`src/rtl/status_array_ctrl_pkg.sv`:
```
// Shared definitions for the status-array request controller: FSM state encoding.
package status_array_ctrl_pkg;

    localparam logic STATE_SWEEP = 1'b0;
    localparam logic STATE_RUN   = 1'b1;

    typedef enum logic {
        SWEEP = STATE_SWEEP,
        RUN   = STATE_RUN
    } state_e;

endpackage

```
`src/rtl/status_array_ctrl.sv`:
```
// Zero-sweeps the status array after reset/flush, then merges refill updates and
// fetch lookups into one registered request stream with write-then-read hazard stall.
module status_array_ctrl
    import status_array_ctrl_pkg::*;
#(
    parameter int TAG_WIDTH  = 1,
    parameter int ADDR_WIDTH = 4,
    parameter int ROW_WIDTH  = 8,
    parameter int NUM_BLOCKS = 4
) (
    input  logic                  clk,
    input  logic                  arst_n,
    input  logic                  i_lkp_valid,
    input  logic [ADDR_WIDTH-1:0] i_lkp_addr,
    input  logic [TAG_WIDTH-1:0]  i_lkp_tag,
    output logic                  o_lkp_ready,
    input  logic                  i_upd_valid,
    input  logic [ADDR_WIDTH-1:0] i_upd_addr,
    input  logic [ROW_WIDTH-1:0]  i_upd_data,
    input  logic [NUM_BLOCKS-1:0] i_upd_wmask,
    output logic                  o_upd_ready,
    input  logic                  i_flush,
    input  logic                  i_sa_ready,
    output logic                  o_valid,
    output logic                  o_wen,
    output logic [ADDR_WIDTH-1:0] o_addr,
    output logic [ROW_WIDTH-1:0]  o_data,
    output logic [NUM_BLOCKS-1:0] o_wmask,
    output logic [TAG_WIDTH-1:0]  o_tag,
    output logic                  o_init_done
);

    localparam logic [ADDR_WIDTH-1:0] LAST_ROW = '1;

    state_e                state_q, state_d;
    logic [ADDR_WIDTH-1:0] cnt_q, cnt_d;
    logic                  flush_pend_q, flush_pend_d;
    logic                  valid_q, valid_d;
    logic                  wen_q, wen_d;
    logic [ADDR_WIDTH-1:0] addr_q, addr_d;
    logic [ROW_WIDTH-1:0]  data_q, data_d;
    logic [NUM_BLOCKS-1:0] wmask_q, wmask_d;
    logic [TAG_WIDTH-1:0]  tag_q, tag_d;
    logic                  init_done_q, init_done_d;

    logic                  run;
    logic                  hazard;
    logic [ADDR_WIDTH-1:0] sweep_row;

    assign run       = (state_q == RUN);
    assign hazard    = valid_q & wen_q & (addr_q == i_lkp_addr);
    // A pending flush forces the sweep to restart at row 0 on the next advance.
    assign sweep_row = flush_pend_q ? '0 : cnt_q;

    assign o_upd_ready = run & i_sa_ready & ~flush_pend_q;
    assign o_lkp_ready = o_upd_ready & ~i_upd_valid & ~hazard;

    always_comb begin
        state_d      = state_q;
        cnt_d        = cnt_q;
        flush_pend_d = flush_pend_q | i_flush;
        valid_d      = valid_q;
        wen_d        = wen_q;
        addr_d       = addr_q;
        data_d       = data_q;
        wmask_d      = wmask_q;
        tag_d        = tag_q;
        init_done_d  = init_done_q;

        if (i_sa_ready) begin
            flush_pend_d = 1'b0;
            valid_d      = 1'b0;
            wen_d        = 1'b0;
            addr_d       = '0;
            data_d       = '0;
            wmask_d      = '0;
            tag_d        = '0;

            if (!run || flush_pend_q) begin
                state_d = SWEEP;
                valid_d = 1'b1;
                wen_d   = 1'b1;
                addr_d  = sweep_row;
                wmask_d = '1;
                cnt_d   = sweep_row + ADDR_WIDTH'(1);
                if (i_flush) begin
                    cnt_d = '0;
                end else if (sweep_row == LAST_ROW) begin
                    state_d = RUN;
                end
            end else begin
                flush_pend_d = i_flush;
                if (i_upd_valid) begin
                    valid_d = 1'b1;
                    wen_d   = 1'b1;
                    addr_d  = i_upd_addr;
                    data_d  = i_upd_data;
                    wmask_d = i_upd_wmask;
                end else if (i_lkp_valid && o_lkp_ready) begin
                    valid_d = 1'b1;
                    addr_d  = i_lkp_addr;
                    tag_d   = i_lkp_tag;
                end
            end

            // Done only once RUN has held across an edge, so it lags sweep completion by one.
            init_done_d = run & (state_d == RUN);
        end
    end

    always_ff @(posedge clk) begin
        if (!arst_n) begin
            state_q      <= SWEEP;
            cnt_q        <= '0;
            flush_pend_q <= 1'b0;
            valid_q      <= 1'b0;
            wen_q        <= 1'b0;
            addr_q       <= '0;
            data_q       <= '0;
            wmask_q      <= '0;
            tag_q        <= '0;
            init_done_q  <= 1'b0;
        end else begin
            state_q      <= state_d;
            cnt_q        <= cnt_d;
            flush_pend_q <= flush_pend_d;
            valid_q      <= valid_d;
            wen_q        <= wen_d;
            addr_q       <= addr_d;
            data_q       <= data_d;
            wmask_q      <= wmask_d;
            tag_q        <= tag_d;
            init_done_q  <= init_done_d;
        end
    end

    assign o_valid     = valid_q;
    assign o_wen       = wen_q;
    assign o_addr      = addr_q;
    assign o_data      = data_q;
    assign o_wmask     = wmask_q;
    assign o_tag       = tag_q;
    assign o_init_done = init_done_q;

endmodule
```
`config.mk`:
```
export PLATFORM = sky130hd
export DESIGN_NAME = status_array_ctrl
export DESIGN_NICKNAME = d
export VERILOG_FILES = /design/src/rtl/status_array_ctrl_pkg.sv /design/src/rtl/status_array_ctrl.sv
export SDC_FILE = /design/constraint.sdc
export NUM_CORES = 1
export LEC_CHECK = 0
export CORE_AREA = 2 2 63 65
export CTS_CLUSTER_SIZE = 12
export DETAILED_ROUTE_END_ITERATION = 7
export DIE_AREA = 0 0 65 67
export REMOVE_ABC_BUFFERS = 1
export SYNTH_ARGS = -nofsm -noshare
export SYNTH_HDL_FRONTEND = slang
export SYNTH_SLANG_ARGS = --single-unit
```
`constraint.sdc`:
```
create_clock -name clk -period 2.3 [get_ports clk]
set_input_delay 0.23 -clock clk [delete_from_list [all_inputs] [get_ports clk]]
set_output_delay 0.23 -clock clk [all_outputs]
set_load 0.02 [all_outputs]
```
# == After elaboration in Yosys (flattened, before gate mapping) ==
# Cells that the tools add are included.
# classes
muxes,23
eq_ne,2
n_bitwise,11
n_addsub,1
n_reduce_logical,4
# op_table
cell,n
$mux W4,7
$mux W8,2
$mux W1,14
$and A1 B1 Y1,7
$add A4 B1 Y4 const B,1
$eq A4 B4 Y1,1
$eq A4 B4 Y1 const B,1
$not A1 Y1,3
$reduce_and A2 Y1,1
$logic_and A1 B1 Y1,1
$logic_not A1 Y1,1
$logic_or A1 B1 Y1,1
$or A1 B1 Y1,1
# totals
elab_cells,51
input_bits,27
output_inout_bits,22
ff_bits,26

# == Logic depth before layout (Yosys ltp) ==
# logic_depth
ltp_word,8
depth_mapped,8
mapped_depth_nobuf,7

# == Worst setup path after synthesis ==
# No wires, ideal clock.
# synth_path
path_type,register -> output
startpoint,register state_q (netlist: run)
endpoint,output port o_lkp_ready
arrival_time_ns,1.282
slack_ns,0.788
path_stages_with_launch,5
n_path_buf,1
t_required_ns,2.070
path_cell_list,dfxtp_1 and3b_1 clkbuf_1 nand2b_1 nor2_1
# synth_via
elab_chain_len,4
# synth_lines
item,line_no,source
from (decl),status_array_ctrl.sv:35,"state_e state_q, state_d;"
from (signal assigned),status_array_ctrl.sv:124,state_q <= state_d;
$and A1 B1 Y1 (2 in series),status_array_ctrl.sv:55,assign o_upd_ready = run & i_sa_ready & ~flush_pend_q;
net o_upd_ready,status_array_ctrl.sv:21,"output logic o_upd_ready,"
$and A1 B1 Y1 (2 in series),status_array_ctrl.sv:56,assign o_lkp_ready = o_upd_ready & ~i_upd_valid & ~hazard;
to (decl),status_array_ctrl.sv:16,"output logic o_lkp_ready,"
# The timed path passes the listed nets, and every way through them passes these cells.

# == Final worst setup path ==
# layout_path
startpoint,input port i_lkp_addr[0]
endpoint,output port o_lkp_ready
# layout_via
elab_chain_len,4
# layout_lines
item,line_no,source
from (decl),status_array_ctrl.sv:14,"input logic [ADDR_WIDTH-1:0] i_lkp_addr,"
$eq A4 B4 Y1,status_array_ctrl.sv:51,assign hazard = valid_q & wen_q & (addr_q == i_lkp_addr);
$and A1 B1 Y1,status_array_ctrl.sv:51,
$not A1 Y1,status_array_ctrl.sv:56,
$and A1 B1 Y1,status_array_ctrl.sv:56,
# No other way between the ends.

==> summary.md <==
| Metric | Value |
|---|---|
| Final ANT Viol Nets | `0` |
| Slowest Stage Delay on Critical Path | `~540 ps` |
| Final HPWL DP | `between 2000 and 2500 um` |
| Synth Warn # | `0` |
| First-pass GRT wire length | `between 5000 and 6000 um` |
| Top cell by count, worst path | `clkdlybuf4s50_1` |
| I/O Pins | `49` |
| WL per Instance | `13.3 um` |
| Seq/Total Area, Yosys | `42.1%` |
| Number of gates resized after CTS | `0` |
| Flop pwr share | `47.4%` |
| Final hold violation count | `0` |
| DIE HEIGHT | `around 67 um` |
| WL final | `around 3200 um` |
| FF+latch count, synth | `26` |
| Post-Route Utilization | `50.8%` |
| Worst-margin pin slew | `374 ps` |
| N_diodes | `0` |
| Internal | `between 0.7 and 0.8 mW` |
| Cts-stage hold buffer count | `0` |
| Worst R2R Path Depth | `7` |
| Slew HR | `between 70% and 80%` |
| Cell family with most CP delay | `buffers and inverters` |
| Clock Sinks | `26` |
| Root buffer cell | `clkbuf_8` |
| Reg2reg start | `flush_pend_q` |
| Max-slew violations | `0` |
| CP max FO | `3` |
| Critical path cell sequence | `clkdlybuf4s50_1, xnor2_1, nand3_1, nor3_1, nor2_1, clkdlybuf4s50_1` |
| Port Buffer Count | `48` |
| Hold path cells | `2` |
| DR iter-0 viols | `66` |
| Comb power frac | `about 14%` |
| Setup TNS | `0 ps` |
| RSZ-0062 raised after global routing | `false` |
| Final setup viols | `0` |
| Clock power share | `38.4%` |
| Clk slew on worst S/H paths | `roughly 90 ps` |
| F_max | `around 470 MHz` |
| Cell taking the most area after synthesis | `dfxtp_1` |
| Net switching power | `approximately 0.22 mW` |
| Nets@finish | `roughly 220` |
| Die ar. | `~4400 um2` |
| Worst hold margin | `between 400 and 500 ps` |
| Initial core utilization | `~34%` |
| CTS tree | `yes` |
| Share of post-route cells with drive strength above 1 | `~5.1%` |
| CP Launch Point | `i_lkp_addr[0]` |
| CP arrival | `about 1900 ps` |
| Worst-Skew Late Latency | `roughly 270 ps` |
| Slowest cell on crit path | `clkdlybuf4s50_1` |
| Reg2Reg Setup Slack | `610 ps` |
| Initial antenna violation count | `0` |
| Power density cells | `545 nW/um2` |
| Core Region | `3610 um2` |
| Vias per inst | `5.01` |
| Clk_skew | `4.52 ps` |
| Number of global-route vias before repair | `~1200` |
| Data required, critical path | `2070 ps` |
| Outcome | `completed` |
| Pin count of the biggest net entering global routing | `32` |
| CP Buf/Inv Count | `2` |
| Drt drc | `0` |
| Synth-to-Final Area Change | `47.9%` |
| Worst ir drop on vdd | `between 0.00015 and 0.0002 V` |
| Final min period | `~2100 ps` |
| Synth Area per Inst | `8.30 um2` |
| Worst hold path endpoint | `o_tag` |
| Core Rows | `22` |
| R2r endpoint | `cnt_q[2]` |
| Max Cap Viol | `0` |
| Worst hold path type | `flip-flop to flip-flop` |
| CP Launch Type | `input port` |
| Setup Fix Bufs, Post-CTS | `0` |
| Kind of critical path | `input port to output pin` |
| CTS max path bufs | `2` |
| First-pass detailed-route iteration total | `4` |
| Switching share of power | `between 20 and 25%` |
| Area contributors post-synth | `dfxtp_1 (42%), nor2b_1 (9.6%), a21oi_1 (6.1%), nand2_1 (5.5%), o21ai_0 (3.2%)` |
| Die width | `65 um` |
| Synth top area share | `roughly 42%` |
| GRT Overall Usage | `between 10% and 20%` |
| Final period util | `around 90%` |
| H-tree levels | `1` |
| GPL Wtd Cong | `0.850` |
| Hold wc startpoint | `o_tag` |
| Via Count | `approximately 1200` |
| Distinct cells, synth | `35` |
| Worst setup EP type | `output pin` |
| Cells after synthesis | `149` |
| Grt total ovfl | `0` |
| Synth Cell Area | `between 1000 and 1500 um2` |
| P_leak | `~0.7 nW` |
| TritonCTS Buffers | `3` |
-- power groups by stage --
stage                     registers [mW]  clock network, mW  logic [mW]
after floorplan                    0.495                  0      0.0360
final                              0.473              0.383       0.142
after global routing               0.475              0.417       0.154
after global placement             0.483                  0       0.141
after detailed placement           0.484                  0       0.142
after CTS                          0.473              0.394       0.143
-- synth_stat cells (all sizes together) --
cell type,count
a31oi,1
dfxtp,26
a21boi,4
a21oi,15
a22o,3
nor3,3
or3,1
and3b,1
nor2b,19
and3,1
nand3,2
xor2,1
xnor2,4
nor2,10
a32oi,1
nand4b,1
nand2,19
o2bb2ai,3
nand4,1
inv,2
buf,5
clkbuf,5
and2,2
ha,1
nand2b,3
o21ai,8
and4bb,1
and4b,2
o221ai,2
o311a,1
nor4,1
-- state kept, by name (all words and copies together) (netlist names) --
| register | count |
|---|---|
| o_valid | 1 |
| run | 1 |
| o_wen | 1 |
| o_addr | 4 |
| flush_pend_q | 1 |
| o_data | 8 |
| o_init_done | 1 |
| o_tag | 1 |
| cnt_q | 4 |
| o_wmask | 4 |
-- cell type report --
| cell class | instances | area, um2 |
|---|---|---|
| clock buffers | 3 | 41.3 |
| fillers | 364 | 1780 |
| multi-input cells | 111 | 661 |
| repair buffers | 52 | 510 |
| well taps | 48 | 60.1 |
| clock inverters | 1 | 30.0 |
| inverters | 2 | 7.51 |
| flip-flops and latches | 26 | 520 |
-- cell usage in the layout (no fill, tap or decap), types with 2 or more instances in the layout --
master | netlist | routed
a21boi_0 | 3 | 3
a21oi_1 | 15 | 15
a22o_1 | 3 | 3
and2_1 | 2 | 2
and4b_1 | 2 | 2
buf_4 | 2 | 4
clkbuf_8 | 0 | 3
clkdlybuf4s50_1 | 0 | 48
dfxtp_1 | 26 | 26
inv_1 | 2 | 2
nand2_1 | 18 | 18
nand2b_1 | 2 | 2
nand3_1 | 2 | 2
nor2_1 | 10 | 10
nor2b_1 | 19 | 19
nor3_1 | 3 | 3
o21ai_0 | 8 | 8
o221ai_1 | 2 | 2
o2bb2ai_1 | 3 | 3
xnor2_1 | 4 | 4
-- cells by family after synthesis --
group | Yosys count | share of synthesized area, %
xor gates and xnor gates | 5 | 3.54
buffers and inverters | 12 | 4.55
and+or+nand+nor | 67 | 29.4
adders and majority gates | 1 | 1.01
DFF | 26 | 42.1
AOI/OAI and AO/OA | 38 | 19.4
-- worst max-delay path by stage --
stage                     cells past startpoint          end  slack, ps
after floorplan                               7     cnt_q[2]        810
after global placement                        6  o_lkp_ready        220
after detailed placement                      6  o_lkp_ready        190
after CTS                                     6  o_lkp_ready        180
after global routing                          6  o_lkp_ready         40
final                                         6  o_lkp_ready        180
-- through the flow --
stage	total power, mW	setup WS [ps]	cell area, um2	std cells
2_1_floorplan	0.531	809	1190	139
3_3_place_gp	0.624	222	1760	239
6_report	0.998	177	1830	243
3_5_place_dp	0.625	188	1760	239
4_1_cts	1.01	179	1830	243
5_1_grt	1.05	35.5	1830	243
-- worst reg2reg max path, cell delays in order (launching register included) --
cell and delay (ps):
dfxtp_1 560, nand2b_1 180, inv_1 50, ha_1 230, nor2b_1 140, a32oi_1 190, o2bb2ai_1 90, and2_1 150
-- routing by layer --
layer	part of all wire [%]	vias up	global-route usage (%)	routed length [um]
met2	48	36	26.7	1550
met5	0	-	0	0
li1	-	606	-	-
met1	46	574	19.9	1480
met4	1.0	0	7.18	34
met3	5.6	2	2.20	183
(Power assumes the default switching activity.)
